File: src/rtl/down_min_sec.sv
// down_min_sec: MM:SS BCD countdown timer (00:00 to 99:59) with preset load,
// start/pause control, a one-cycle done pulse and a sticky expired flag.
// Optional feature: define COUNTDOWN_AUTORELOAD_EN to reload the stored preset
// on expiry and keep running instead of stopping at 00:00.

module down_min_sec (
    input  logic       clk,
    input  logic       rst,
    input  logic       tick,
    input  logic       start_stop,
    input  logic       load,
    input  logic [3:0] pre_min1,
    input  logic [3:0] pre_min0,
    input  logic [3:0] pre_sec1,
    input  logic [3:0] pre_sec0,
    output logic [3:0] min1,
    output logic [3:0] min0,
    output logic [3:0] sec1,
    output logic [3:0] sec0,
    output logic       running,
    output logic       expired,
    output logic       done
);

    typedef enum logic [1:0] {IDLE, RUN, PAUSE, DONE} stateT;

    stateT      r_state;
    stateT      w_stateNext;
    logic [3:0] r_min1, r_min0, r_sec1, r_sec0;
    logic [3:0] w_min1Next, w_min0Next, w_sec1Next, w_sec0Next;
    logic [3:0] r_preMin1, r_preMin0, r_preSec1, r_preSec0;
    logic [3:0] w_preMin1Next, w_preMin0Next, w_preSec1Next, w_preSec0Next;
    logic       r_done;
    logic       w_doneNext;
    logic       w_isZero;
    logic       w_isOne;
    logic       w_canStart;

    // Clamp a BCD digit to an upper bound so out-of-range presets stay legal.
    function automatic logic [3:0] clampDigit(input logic [3:0] d, input logic [3:0] maxV);
        return (d > maxV) ? maxV : d;
    endfunction

    assign w_isZero = (r_min1 == 4'd0) && (r_min0 == 4'd0) && (r_sec1 == 4'd0) && (r_sec0 == 4'd0);
    assign w_isOne  = (r_min1 == 4'd0) && (r_min0 == 4'd0) && (r_sec1 == 4'd0) && (r_sec0 == 4'd1);

`ifdef COUNTDOWN_AUTORELOAD_EN
    // A zero preset would reload to zero forever, so it also blocks starting.
    assign w_canStart = !w_isZero &&
                        !((r_preMin1 == 4'd0) && (r_preMin0 == 4'd0) &&
                          (r_preSec1 == 4'd0) && (r_preSec0 == 4'd0));
`else
    assign w_canStart = !w_isZero;
`endif

    // Next-state logic: load beats start_stop, which beats tick.
    always_comb begin
        w_stateNext   = r_state;
        w_min1Next    = r_min1;
        w_min0Next    = r_min0;
        w_sec1Next    = r_sec1;
        w_sec0Next    = r_sec0;
        w_preMin1Next = r_preMin1;
        w_preMin0Next = r_preMin0;
        w_preSec1Next = r_preSec1;
        w_preSec0Next = r_preSec0;
        w_doneNext    = 1'b0;

        if (load) begin
            w_preMin1Next = clampDigit(pre_min1, 4'd9);
            w_preMin0Next = clampDigit(pre_min0, 4'd9);
            w_preSec1Next = clampDigit(pre_sec1, 4'd5);
            w_preSec0Next = clampDigit(pre_sec0, 4'd9);
            w_min1Next    = w_preMin1Next;
            w_min0Next    = w_preMin0Next;
            w_sec1Next    = w_preSec1Next;
            w_sec0Next    = w_preSec0Next;
            w_stateNext   = IDLE;
        end else if (start_stop) begin
            case (r_state)
                IDLE, PAUSE: if (w_canStart) w_stateNext = RUN;
                RUN:         w_stateNext = PAUSE;
                default:     w_stateNext = r_state;
            endcase
        end else if (tick && (r_state == RUN)) begin
            if (w_isOne) begin
                w_doneNext = 1'b1;
`ifdef COUNTDOWN_AUTORELOAD_EN
                w_min1Next = r_preMin1;
                w_min0Next = r_preMin0;
                w_sec1Next = r_preSec1;
                w_sec0Next = r_preSec0;
`else
                w_sec0Next  = 4'd0;
                w_stateNext = DONE;
`endif
            end else if (!w_isZero) begin
                if (r_sec0 != 4'd0) begin
                    w_sec0Next = r_sec0 - 4'd1;
                end else begin
                    w_sec0Next = 4'd9;
                    if (r_sec1 != 4'd0) begin
                        w_sec1Next = r_sec1 - 4'd1;
                    end else begin
                        w_sec1Next = 4'd5;
                        if (r_min0 != 4'd0) begin
                            w_min0Next = r_min0 - 4'd1;
                        end else begin
                            w_min0Next = 4'd9;
                            w_min1Next = r_min1 - 4'd1;
                        end
                    end
                end
            end
        end
    end

    // State, digit, preset and done-pulse registers with synchronous reset.
    always_ff @(posedge clk) begin
        if (rst) begin
            r_state   <= IDLE;
            r_min1    <= 4'd0;
            r_min0    <= 4'd0;
            r_sec1    <= 4'd0;
            r_sec0    <= 4'd0;
            r_preMin1 <= 4'd0;
            r_preMin0 <= 4'd0;
            r_preSec1 <= 4'd0;
            r_preSec0 <= 4'd0;
            r_done    <= 1'b0;
        end else begin
            r_state   <= w_stateNext;
            r_min1    <= w_min1Next;
            r_min0    <= w_min0Next;
            r_sec1    <= w_sec1Next;
            r_sec0    <= w_sec0Next;
            r_preMin1 <= w_preMin1Next;
            r_preMin0 <= w_preMin0Next;
            r_preSec1 <= w_preSec1Next;
            r_preSec0 <= w_preSec0Next;
            r_done    <= w_doneNext;
        end
    end

    assign min1    = r_min1;
    assign min0    = r_min0;
    assign sec1    = r_sec1;
    assign sec0    = r_sec0;
    assign running = (r_state == RUN);
    assign expired = (r_state == DONE);
    assign done    = r_done;

endmodule
File: config.mk
export PLATFORM = sky130hd
export DESIGN_NAME = down_min_sec
export DESIGN_NICKNAME = d
export VERILOG_FILES = /design/src/rtl/down_min_sec.sv
export SDC_FILE = /design/constraint.sdc
export NUM_CORES = 1
export LEC_CHECK = 0
export CORE_ASPECT_RATIO = 0.8
export CORE_MARGIN = 10
export CORE_UTILIZATION = 36
export CTS_CLUSTER_DIAMETER = 150
export CTS_CLUSTER_SIZE = 28
export DETAILED_ROUTE_END_ITERATION = 10
export PLACE_DENSITY = 0.7
export SETUP_SLACK_MARGIN = 0.15
export SYNTH_ARGS = -nofsm -noshare
export SYNTH_HDL_FRONTEND = slang
export SYNTH_SLANG_ARGS = --single-unit
File: constraint.sdc
create_clock -name clk -period 2.8 [get_ports clk]
set_input_delay 0.84 -clock clk [delete_from_list [all_inputs] [get_ports clk]]
set_output_delay 0.84 -clock clk [all_outputs]
set_load 0.01 [all_outputs]
## Yosys cells after proc, flatten, opt, wreduce, memory -nomap -nowiden

Cells that the tools add are included.
Widths: inputs -> output; s select.

- Register bits after elaboration: 19
- Input port bits: 21
- Output and inout port bits: 19
- Logic and storage cells: 91

- Add/sub/neg operators: 4
- Magnitude comparators: 4
- Equal/unequal tests: 13
- Muxes and demuxes: 39
- Bitwise gates (word level): 1
- Reductions and logical operators: 24

Operators with widths:

| cell | number |
|---|---|
| $mux 4 | 33 |
| $logic_not 4->1 | 4 |
| $sub 4x1->4 const B | 4 |
| $gt 4x4->1 const B | 3 |
| $reduce_bool 4->1 | 3 |
| $ne 2x2->1 const B | 5 |
| $mux 2 | 4 |
| $reduce_and 7->1 | 1 |
| $reduce_and 6->1 | 1 |
| $reduce_bool 2->1 | 3 |
| $logic_and 1x1->1 | 5 |
| $reduce_and 5->1 | 1 |
| $eq 2x2->1 const B | 2 |
| $eq 4x1->1 const B | 1 |
| $gt 4x3->1 const B | 1 |
| $pmux 2 s2 | 1 |
| $reduce_and 4->1 | 1 |
| $reduce_or 2->1 | 2 |
| $reduce_or 4->1 | 1 |
| $ne 3x1->1 const B | 1 |
| $ne 3x2->1 const B | 1 |
| $ne 3x3->1 const B | 1 |
| $reduce_and 3->1 | 1 |
| $eq 2x1->1 const B | 1 |
| other kinds (4) | 4 |

## Logic depth before layout (Yosys ltp)

- Depth in word-level cells: 9
- Mapped depth: 7
- Depth with buffers taken out: 7

## Least setup slack after synthesis

OpenSTA, ideal clock, no wires.

- Path type: input to register
- Start point: input port start_stop
- End point: register r_min0[1], in the netlist min0[1]
- Setup time: 0.117 ns
- Arrival time: 1.912 ns
- Setup slack: 0.772 ns
- Cell stages on the path: 5
- Path buffers: 0
- Path through: nand4bb_1 > a2111oi_4 > and2b_2 > mux2i_1 > o21ai_1

- Longest elaborated chain between the ends: 2

Ends and longest elaborated chain:

| item | RTL line | source |
|---|---|---|
| start, declared | 10 | `input logic start_stop,` |
| $ne 2x1->1 (no line) | -- |  |
| $reduce_and 6->1 (no line) | -- |  |
| end signal, assigned | 134 | `r_min0 <= w_min0Next;` |
| end, declared | 29 | `logic [3:0] r_min1, r_min0, r_sec1, r_sec0;` |

Every way passes these cells.
A chain may end at the register's enable or synchronous reset.

## Worst setup path after layout

- Start point: input port start_stop
- End point: register r_sec1[2], in the netlist sec1[2]

- Longest elaborated chain between the ends: 2

Ends and longest elaborated chain:

| item | RTL line | source |
|---|---|---|
| $ne 2x1->1 (no line) | -- |  |
| $reduce_and 5->1 (no line) | -- |  |
| end signal, assigned | 135 | `r_sec1 <= w_sec1Next;` |
| end, declared | 29 |  |

Every way passes these cells.

==> results.cfg <==
[critical_path]
timing.critical_path.cells = clkdlybuf4s50_1 > nand4bb_1 > nor2_1 > nand3b_1 > or3_1 > a31oi_1
critical-path-max-stage-delay_ns = 0.48
critical_path_buf_inv_count = 1
crit_type = primary input to register
cpLargestDelayFamily = simple AND/OR/NAND/NOR gates
worst-endpoint-arrival_ns = 2.65
reg2regPathDepth = 7
reg_to_reg_slack_setup_ns = 0.62
worst-endpoint-required_ns = 2.99
endpoint_kind = register
startpoint_type = primary input
rr_endpoint = min0[1]
rr_startpoint = sec0[0]
critPathMaxFanout = 5
critPathLaunch = start_stop
crit_slowest_cell = sky130_fd_sc_hd__clkdlybuf4s50_1

[synth]
synth.ff_latch_count = 19
yosys_warnings = 0
asyncSetResetFlopFracSynth = 0
synth_sequential_area_ratio = 0.304
post_synth_instance_area_um2 = 1250
synthesis.nets = 169
synth_cells = 145
synth_edf_count = 0
ys.flop_type = sky130_fd_sc_hd__dfxtp_1
synth.distinct_cells = 53
avgSynthCellArea_um2 = 8.64

[timing]
layout_min_cycle_time_ns = 2.46
tightest_slew_ns = 0.555
fin_worst_skew_ns = 0.00187
final_hold_vio_count = 0
setup_repair_after_global_routing_missed_its_margin = no
timing.final.max_slew_violations = 0
finalCritPeriodShare = 0.880
setup_total_negative_slack_ns = 0
whs_ns = 0.564
worst_slew_margin_rel = 0.629
max_freq_ghz = 0.406
setup_viol = 0

[clock_network]
cts-htree-levels = 1
cts_tree = built
clk_pin_slew_worst_paths_ns = 0.07
cts_hold_buffers = 0
max-clock-path-buffers = 2
ctsResizeCount = 0
cts_root_buf = sky130_fd_sc_hd__clkbuf_8
cts-buffers-inserted = 3
post_cts_setup_bufs = 0
clk-insertion-delay-late_ns = 0.26
cts_num_sinks = 19

[placed_design]
portBuffers = 39
detailed_place.area_um2 = 1690
place.detailed.hpwl_um = 2890
gpl.final_weighted_congestion = 0.775

[pwr]
power_per_cell_area_nw_per_um2 = 403
peak_supply_drop_uv = 168
post-layout-total-power_w = 0.000701
power.leakage_nw = 0.612

[final_layout]
multiInputGateArea_um2 = 822
insertedDiodeCount = 0
postLayoutCoreUtil = 0.512
nets = 213
seqCellArea_um2 = 380
syn2layout_area_growth_pct = 38.9
layout-drive-gt1-share = 0.122
layout.cell_area.non_filler_um2 = 1740
fill_cells = 315

[floorplanning]
placeableCoreArea_um2 = 3400
floorplan.initialDensity = 0.368
chipHeight_um = 72.8
design.portCount = 40
floorplan.die_area_um2 = 6250
placement_rows = 19
chipWidth_um = 85.9

[run_status]
outcome = complete, no violations

[route]
dr.first_iter.drc_count = 165
num_vias = 1274
detail-route-antenna-nets = 0
drt-pass1-iter-count = 4
wl_per_cell_um = 15.8
vias_per_cell = 5.54
routed_wirelength_um = 3630
drcViolationCount = 0

[grt]
pin_count_of_the_biggest_net_entering_global_routing = 19
grt_pass1_wl_um = 6070
grt-ovfl-total = 0
grt_antenna_before_repair = 0
grt_use_total = 0.116
grt_pass1_vias = 1223

[hold_path]
min_delay_worst_endpoint = sec0[1]
worstHoldPathCells = 2
holdCritPathClass = register to register
worst_hold_startpoint = sec0[1]

[run]
max_cap_violations = 0
[synthesized netlist by cell type (2+ instances only)]
| library cell | count | area share |
|---|---|---|
| sky130_fd_sc_hd__o21ai_0 | 8 | 0.032 |
| sky130_fd_sc_hd__nor4_2 | 2 | 0.020 |
| sky130_fd_sc_hd__or3_1 | 2 | 0.010 |
| sky130_fd_sc_hd__mux2i_1 | 4 | 0.032 |
| sky130_fd_sc_hd__nand2_1 | 7 | 0.021 |
| sky130_fd_sc_hd__or2_2 | 2 | 0.010 |
| sky130_fd_sc_hd__nor3b_1 | 2 | 0.012 |
| sky130_fd_sc_hd__nand3b_1 | 3 | 0.018 |
| sky130_fd_sc_hd__a31oi_1 | 3 | 0.015 |
| sky130_fd_sc_hd__ha_1 | 3 | 0.030 |
| sky130_fd_sc_hd__dfxtp_1 | 19 | 0.30 |
| sky130_fd_sc_hd__inv_1 | 6 | 0.018 |
| sky130_fd_sc_hd__a221oi_1 | 3 | 0.021 |
| sky130_fd_sc_hd__and3_1 | 2 | 0.010 |
| sky130_fd_sc_hd__nor2_1 | 18 | 0.054 |
| sky130_fd_sc_hd__o21a_1 | 3 | 0.018 |
| sky130_fd_sc_hd__nor2b_1 | 3 | 0.015 |
| sky130_fd_sc_hd__nand4_1 | 2 | 0.010 |
| sky130_fd_sc_hd__a211oi_1 | 6 | 0.036 |
| sky130_fd_sc_hd__xnor2_1 | 2 | 0.014 |
| sky130_fd_sc_hd__xor2_1 | 2 | 0.014 |
| sky130_fd_sc_hd__nor3_1 | 4 | 0.016 |
| sky130_fd_sc_hd__a21oi_1 | 8 | 0.032 |
| sky130_fd_sc_hd__nand3_1 | 2 | 0.0080 |
[flip-flops by register name, summed over array words and instances (netlist names)]
register and flops:
done 1, min0 4, min1 4, r_state 2, sec0 4, sec1 4
[placed cells by master, fill, tap and decap left out, drive strengths merged, types with 5 or more instances in the layout]
cell	instances
o21ai	9
a21oi	9
clkdlybuf4s50	39
nor2	18
a211oi	7
nor3	5
dfxtp	19
nand2	8
inv	6
[metal layers]
metal,GRT usage,up-vias,wire length [µm]
met3,0.0502,2,304
li1,-,630,-
met2,0.169,46,1630
met1,0.154,596,1680
met4,0.0237,0,14
met5,0,-,0
[power by group]
group          total (W)  leakage, nW  switching [W]  internal (W)
Sequential      0.000309        0.156      0.0000240      0.000285
Clock           0.000195       0.0228      0.0000940      0.000101
Combinational   0.000197        0.433      0.0000931      0.000104
[metrics by stage]
stage	cells	setup slack [ns]
6_report	230	0.336
5_1_grt	230	0.168
4_1_cts	230	0.354
3_5_place_dp	226	0.101
3_3_place_gp	226	0.157
2_1_floorplan	145	0.772
[cell type report]
type | instances | share of cell area
Clock buffer | 4 | 0.0259
Timing Repair Buffer | 42 | 0.237
Tap cell | 42 | 0.0302
Sequential cell | 19 | 0.219
Multi-Input combinational cell | 116 | 0.473
Inverter | 7 | 0.0151
[worst min-delay path, stage by stage (launching register included)]
cell and delay, ns:
sky130_fd_sc_hd__dfxtp_1 0.32, sky130_fd_sc_hd__inv_1 0.11, sky130_fd_sc_hd__a211oi_1 0.08
[cell families after synthesis]
kind of cell / count (synthesis) / share of synthesized area
buf+inv: 10 / 0.0400
simple gates: 63 / 0.321
mux: 4 / 0.0320
flops: 19 / 0.304
xor+xnor: 4 / 0.0280
compound gates: 42 / 0.246
fa+ha+maj: 3 / 0.0300
[how the worst max path moves through the flow]
| stage | to | slack (ns) | depth (start not counted) |
|---|---|---|---|
| 2_1_floorplan | min0[1] | 0.77 | 5 |
| 3_3_place_gp | min0[1] | 0.16 | 6 |
| 3_5_place_dp | min0[1] | 0.10 | 6 |
| 4_1_cts | sec1[2] | 0.35 | 6 |
| 5_1_grt | sec1[2] | 0.17 | 6 |
| 6_report | sec1[2] | 0.34 | 6 |
(Power assumes the default switching activity.)
==> edit 1: new RTL, config.mk and constraints unchanged <==
Remove the register `r_done`: a continuous assignment takes its place, so the output `done` follows one clock earlier.
--- a/src/rtl/down_min_sec.sv
+++ b/src/rtl/down_min_sec.sv
@@ -128,5 +128,4 @@
             r_preSec1 <= 4'd0;
             r_preSec0 <= 4'd0;
-            r_done    <= 1'b0;
         end else begin
             r_state   <= w_stateNext;
@@ -139,7 +138,8 @@
             r_preSec1 <= w_preSec1Next;
             r_preSec0 <= w_preSec0Next;
-            r_done    <= w_doneNext;
         end
     end
+
+    assign r_done = w_doneNext;
 
     assign min1    = r_min1;
Function: changed (Yosys sat finds a counterexample within 4 cycles, from zero or initial values and one cycle with rst high).
==> edit 1 against the unedited design <==
Largest cell class unchanged; wire length up 6.4%; synthesized area down 4.5%; largest power group unchanged; sequential cell count down 1; total power up 7.7%; first-iteration DRC count down 59%; non-clock buffer count up 23; design area up 9.8%; global-route usage up 0.94 points; utilization up 9.8 points; hold slack worse by 0.022 ns; clock power up 12%; final cell count up 10%; setup slack worse by 0.24 ns.
==> edit 1: results <==
[yosys]
synth_compound_area_share_pct = 20.71
synth_seq_area_share_pct = 30.13
muxShareOfSynthArea_pct = 4.289
ys_types = 49
postSynthCellCount = 149
synth_fa_ha_area_share_pct = 3.138
synth_common_cells = 20 x nor2_1, 18 x dfxtp_1, 10 x inv_1
yosys-top-cells-area = dfxtp_1 30%, nor2_1 6.3%, a21oi_1 3.8%
syn-num-nets = 173
synth-xor-area-share_pct = 3.661

[grt]
first_global_vias = 1377
grt_max_degree = 18
grt_pass1_wl_um = 6465
grt_usage_pct = 12.54

[setup_path]
crit_path_max_fanout = 3
slowest_delay_ns = 0.41
r2r_cells = 7
cp-startpoint = min1[0]
reg2reg_slack_ns = 0.65
r2r-end = sec1[2]
slowest_stage = or3_4
arrival_ns = 1.87

[route]
drt_iter0_markers = 68
drtPass1Iterations = 5
wirelength_um = 3857
wl_per_cell_um = 15.25
viasPerCell = 5.447

[placed_design]
gp_congestion = 0.8566
dp.cells = 247
place_hpwl_um = 3070

[finish]
nets = 238
antenna_cells = 0
drive_gt1_share_pct = 25.35
n_fill_cell = 262

[pwr]
ir_drop_uv = 277.4
leakagePower_uw = 0.0007307

[worst_hold_path]
hold_end = sec0[1]

[sta]
maxSlewHeadroom_pct = 71.54
finalClockSkew_ns = 0.0005489
whs_ns = 0.5415

[clock_network]
clockRootBuffer = clkbuf_8

[outcome]
outcome = complete, no violations
[edit 1: cell count changes in the layout (fill, tap and decap cells not counted), moves of 3 or more]
cell | before | now
dfxtp_2 | 0 | 3
buf_4 | 3 | 26
dfxtp_1 | 19 | 15
nor4_1 | 0 | 3
o21ai_0 | 8 | 3
[edit 1: kinds of logic (layout without fill, tap and decap cells)]
| group | count (synthesis) | count (layout) |
|---|---|---|
| adder cells (fa/ha/maj) | 3 | 3 |
| AO/OA/AOI/OAI | 35 | 35 |
| multiplexers | 5 | 5 |
| AND/OR/NAND/NOR | 68 | 68 |
| flip-flops | 18 | 18 |
| buffers and inverters | 15 | 79 |
| XOR/XNOR | 5 | 5 |
[edit 1: repair_timing]
item | CTS | global route
buffers inserted | 1 | 1
pin swaps | 5 | 3
gates resized for setup | 15 | 2
endpoints found under the setup margin | 1 | 2
[edit 1: area by class of cell]
cell class,instances,area [um2],share of cell area (%)
timing repair buffer,65,579.3,30.34
clock buffer,4,55.05,2.883
sequential,18,364.1,19.07
tap,40,50.05,2.621
multi-input combinational,116,823.3,43.12
inverter,10,37.54,1.966
[edit 1: worst max-delay path by stage]
stage / end / slack, ns
2_1_floorplan: done / 0.19
3_3_place_gp: done / -0.37
3_5_place_dp: done / -0.47
4_1_cts: done / 0.01
5_1_grt: done / 0.002
6_report: done / 0.09
[edit 1: metal layers]
layer	part of all wire, %	track usage, %	up-vias
met5	0	0	-
met4	0.60	2.372	0
met3	8.4	5.763	4
met2	45	20.40	46
met1	46	14.96	649
li1	-	-	679
[edit 1: critical path, delay by kind of cell, from the launching register on]
kind,cells,cell delay (ns)
simple gates,3,0.92
buf+inv,2,0.23
fa+ha+maj,1,0.13
flops,1,0.33
[edit 1: where the power goes]
group	internal [uW]	total [uW]	switching, uW
Combinational	136	249	113
Sequential	272	287	14.8
Clock	125	219	94.3
[edit 1: stage by stage]
stage | utilization, % | cell area (um2) | total power [uW] | worst slack, ns | setup TNS (ns)
global route | 60.99 | 1909 | 793.5 | 0.002443 | 0
global placement | 57.63 | 1804 | 523.3 | -0.3703 | -0.3739
detailed placement | 57.63 | 1804 | 528.9 | -0.4710 | -0.4801
floorplan | - | 1202 | 410.0 | 0.1917 | 0
finish | 60.99 | 1909 | 754.9 | 0.09253 | 0
CTS | 60.27 | 1887 | 751.6 | 0.01264 | 0
==> edit 2: new RTL, config.mk and constraints unchanged <==
Without the edit above. Add a define of `COUNTDOWN_AUTORELOAD_EN`.
--- a/src/rtl/down_min_sec.sv
+++ b/src/rtl/down_min_sec.sv
@@ -3,4 +3,6 @@
 // Optional feature: define COUNTDOWN_AUTORELOAD_EN to reload the stored preset
 // on expiry and keep running instead of stopping at 00:00.
+
+`define COUNTDOWN_AUTORELOAD_EN
 
 module down_min_sec (
Check against the original RTL: not equivalent (a bounded check fails within 4 cycles, from zero or initial values and one cycle with rst high).
==> edit 2 against the unedited design <==
Design area increased by 42%; setup slack better by 0.055 ns; sequential cell count rose by 16; total power rose by 82%; wire length grew 49%; synthesized area grew 53%; non-clock buffer count up 7; critical path type unchanged; final cell count up 48%.
==> edit 2: results <==
[outcome]
outcome = complete, no violations

[setup_path]
arrival_ns = 2.62
reg2reg_slack_ns = 0.49
r2r-end = min1[3]
crit_path_max_fanout = 6

[clock_network]
numCtsBuffers = 5
cts_htree_levels = 2

[placed_design]
placed_area_um2 = 2389
pre_cts_ws_ns = 0.009338
gp_congestion = 0.8319
place_hpwl_um = 4032

[grt]
met3_usage_pct = 4.052
grt_max_degree = 28
met2_usage_pct = 19.75
grt_pass1_wl_um = 8942
grt_usage_pct = 12.79
first_global_vias = 1794

[sta]
tightest_slew_ns = 0.5256
finalClockSkew_ns = 0.003695
post-route-period-util_pct = 86.06

[pwr]
ir_drop_uv = 266.7
seq-power_uw = 587
swShare_pct = 31.26
leakagePower_uw = 0.0009104

[yosys]
yosys-top-cells-area = dfxtp_1 37%, a21oi_1 7.0%, nand2_1 5.1%
muxShareOfSynthArea_pct = 2.086
synth_common_cells = 35 x dfxtp_1, 27 x a21oi_1, 26 x nand2_1
ys_types = 54

[route]
routed-wl-met3_um = 376
vias = 1903
wl_per_cell_um = 15.80
wl_met1_um = 2526
drt_iter0_markers = 121
wl_met2_um = 2419

[finish]
nets = 303
n_fill_cell = 485
drive_gt1_share_pct = 9.319
-- edit 2: cell count changes after synthesis, sizes merged, moves of 6 or more --
cell / before / now
a21oi: 9 / 27
o21ai: 9 / 15
nand2: 8 / 26
clkbuf: 1 / 9
dfxtp: 19 / 35
-- edit 2: cell type report --
class                           instances  area share [%]
Clock buffer                            6           2.941
Inverter                               11           1.673
Multi-Input combinational cell        178           44.98
Sequential cell                        35           28.40
Tap cell                               62           3.144
Timing Repair Buffer                   49           18.86
-- edit 2: worst max-delay path: stages --
cell and delay [ns]:
clkdlybuf4s50_1 0.48, nor4bb_2 0.39, a21oi_1 0.21, a211oi_2 0.38, o211ai_1 0.14, o22ai_1 0.18
-- edit 2: worst max path at each step --
stage | start | depth (start not counted) | to
3_3_place_gp | start_stop | 6 | min1[3]
2_1_floorplan | tick | 5 | min0[2]
3_5_place_dp | start_stop | 6 | min1[2]
5_1_grt | start_stop | 6 | min1[2]
4_1_cts | start_stop | 6 | min1[3]
6_report | start_stop | 6 | min1[3]
-- edit 2: stage by stage --
stage / hold slack [ns] / std cells / utilization (%)
after global placement: 0.4704 / 335 / 46.89
after CTS: 0.4896 / 341 / 48.32
after floorplan: 0.4549 / 239 / -
final: 0.4869 / 341 / 48.44
after global routing: 0.5073 / 341 / 48.44
after detailed placement: 0.4806 / 335 / 46.89
-- edit 2: cell families (layout without fill, tap and decap cells) --
kind of cell             count (synthesis)  count (layout)
AND/OR/NAND/NOR                         94              94
AO/OA/AOI/OAI                           78              78
flip-flops                              35              35
buffers and inverters                   26              66
multiplexers                             4               4
adder cells (fa/ha/maj)                  2               2
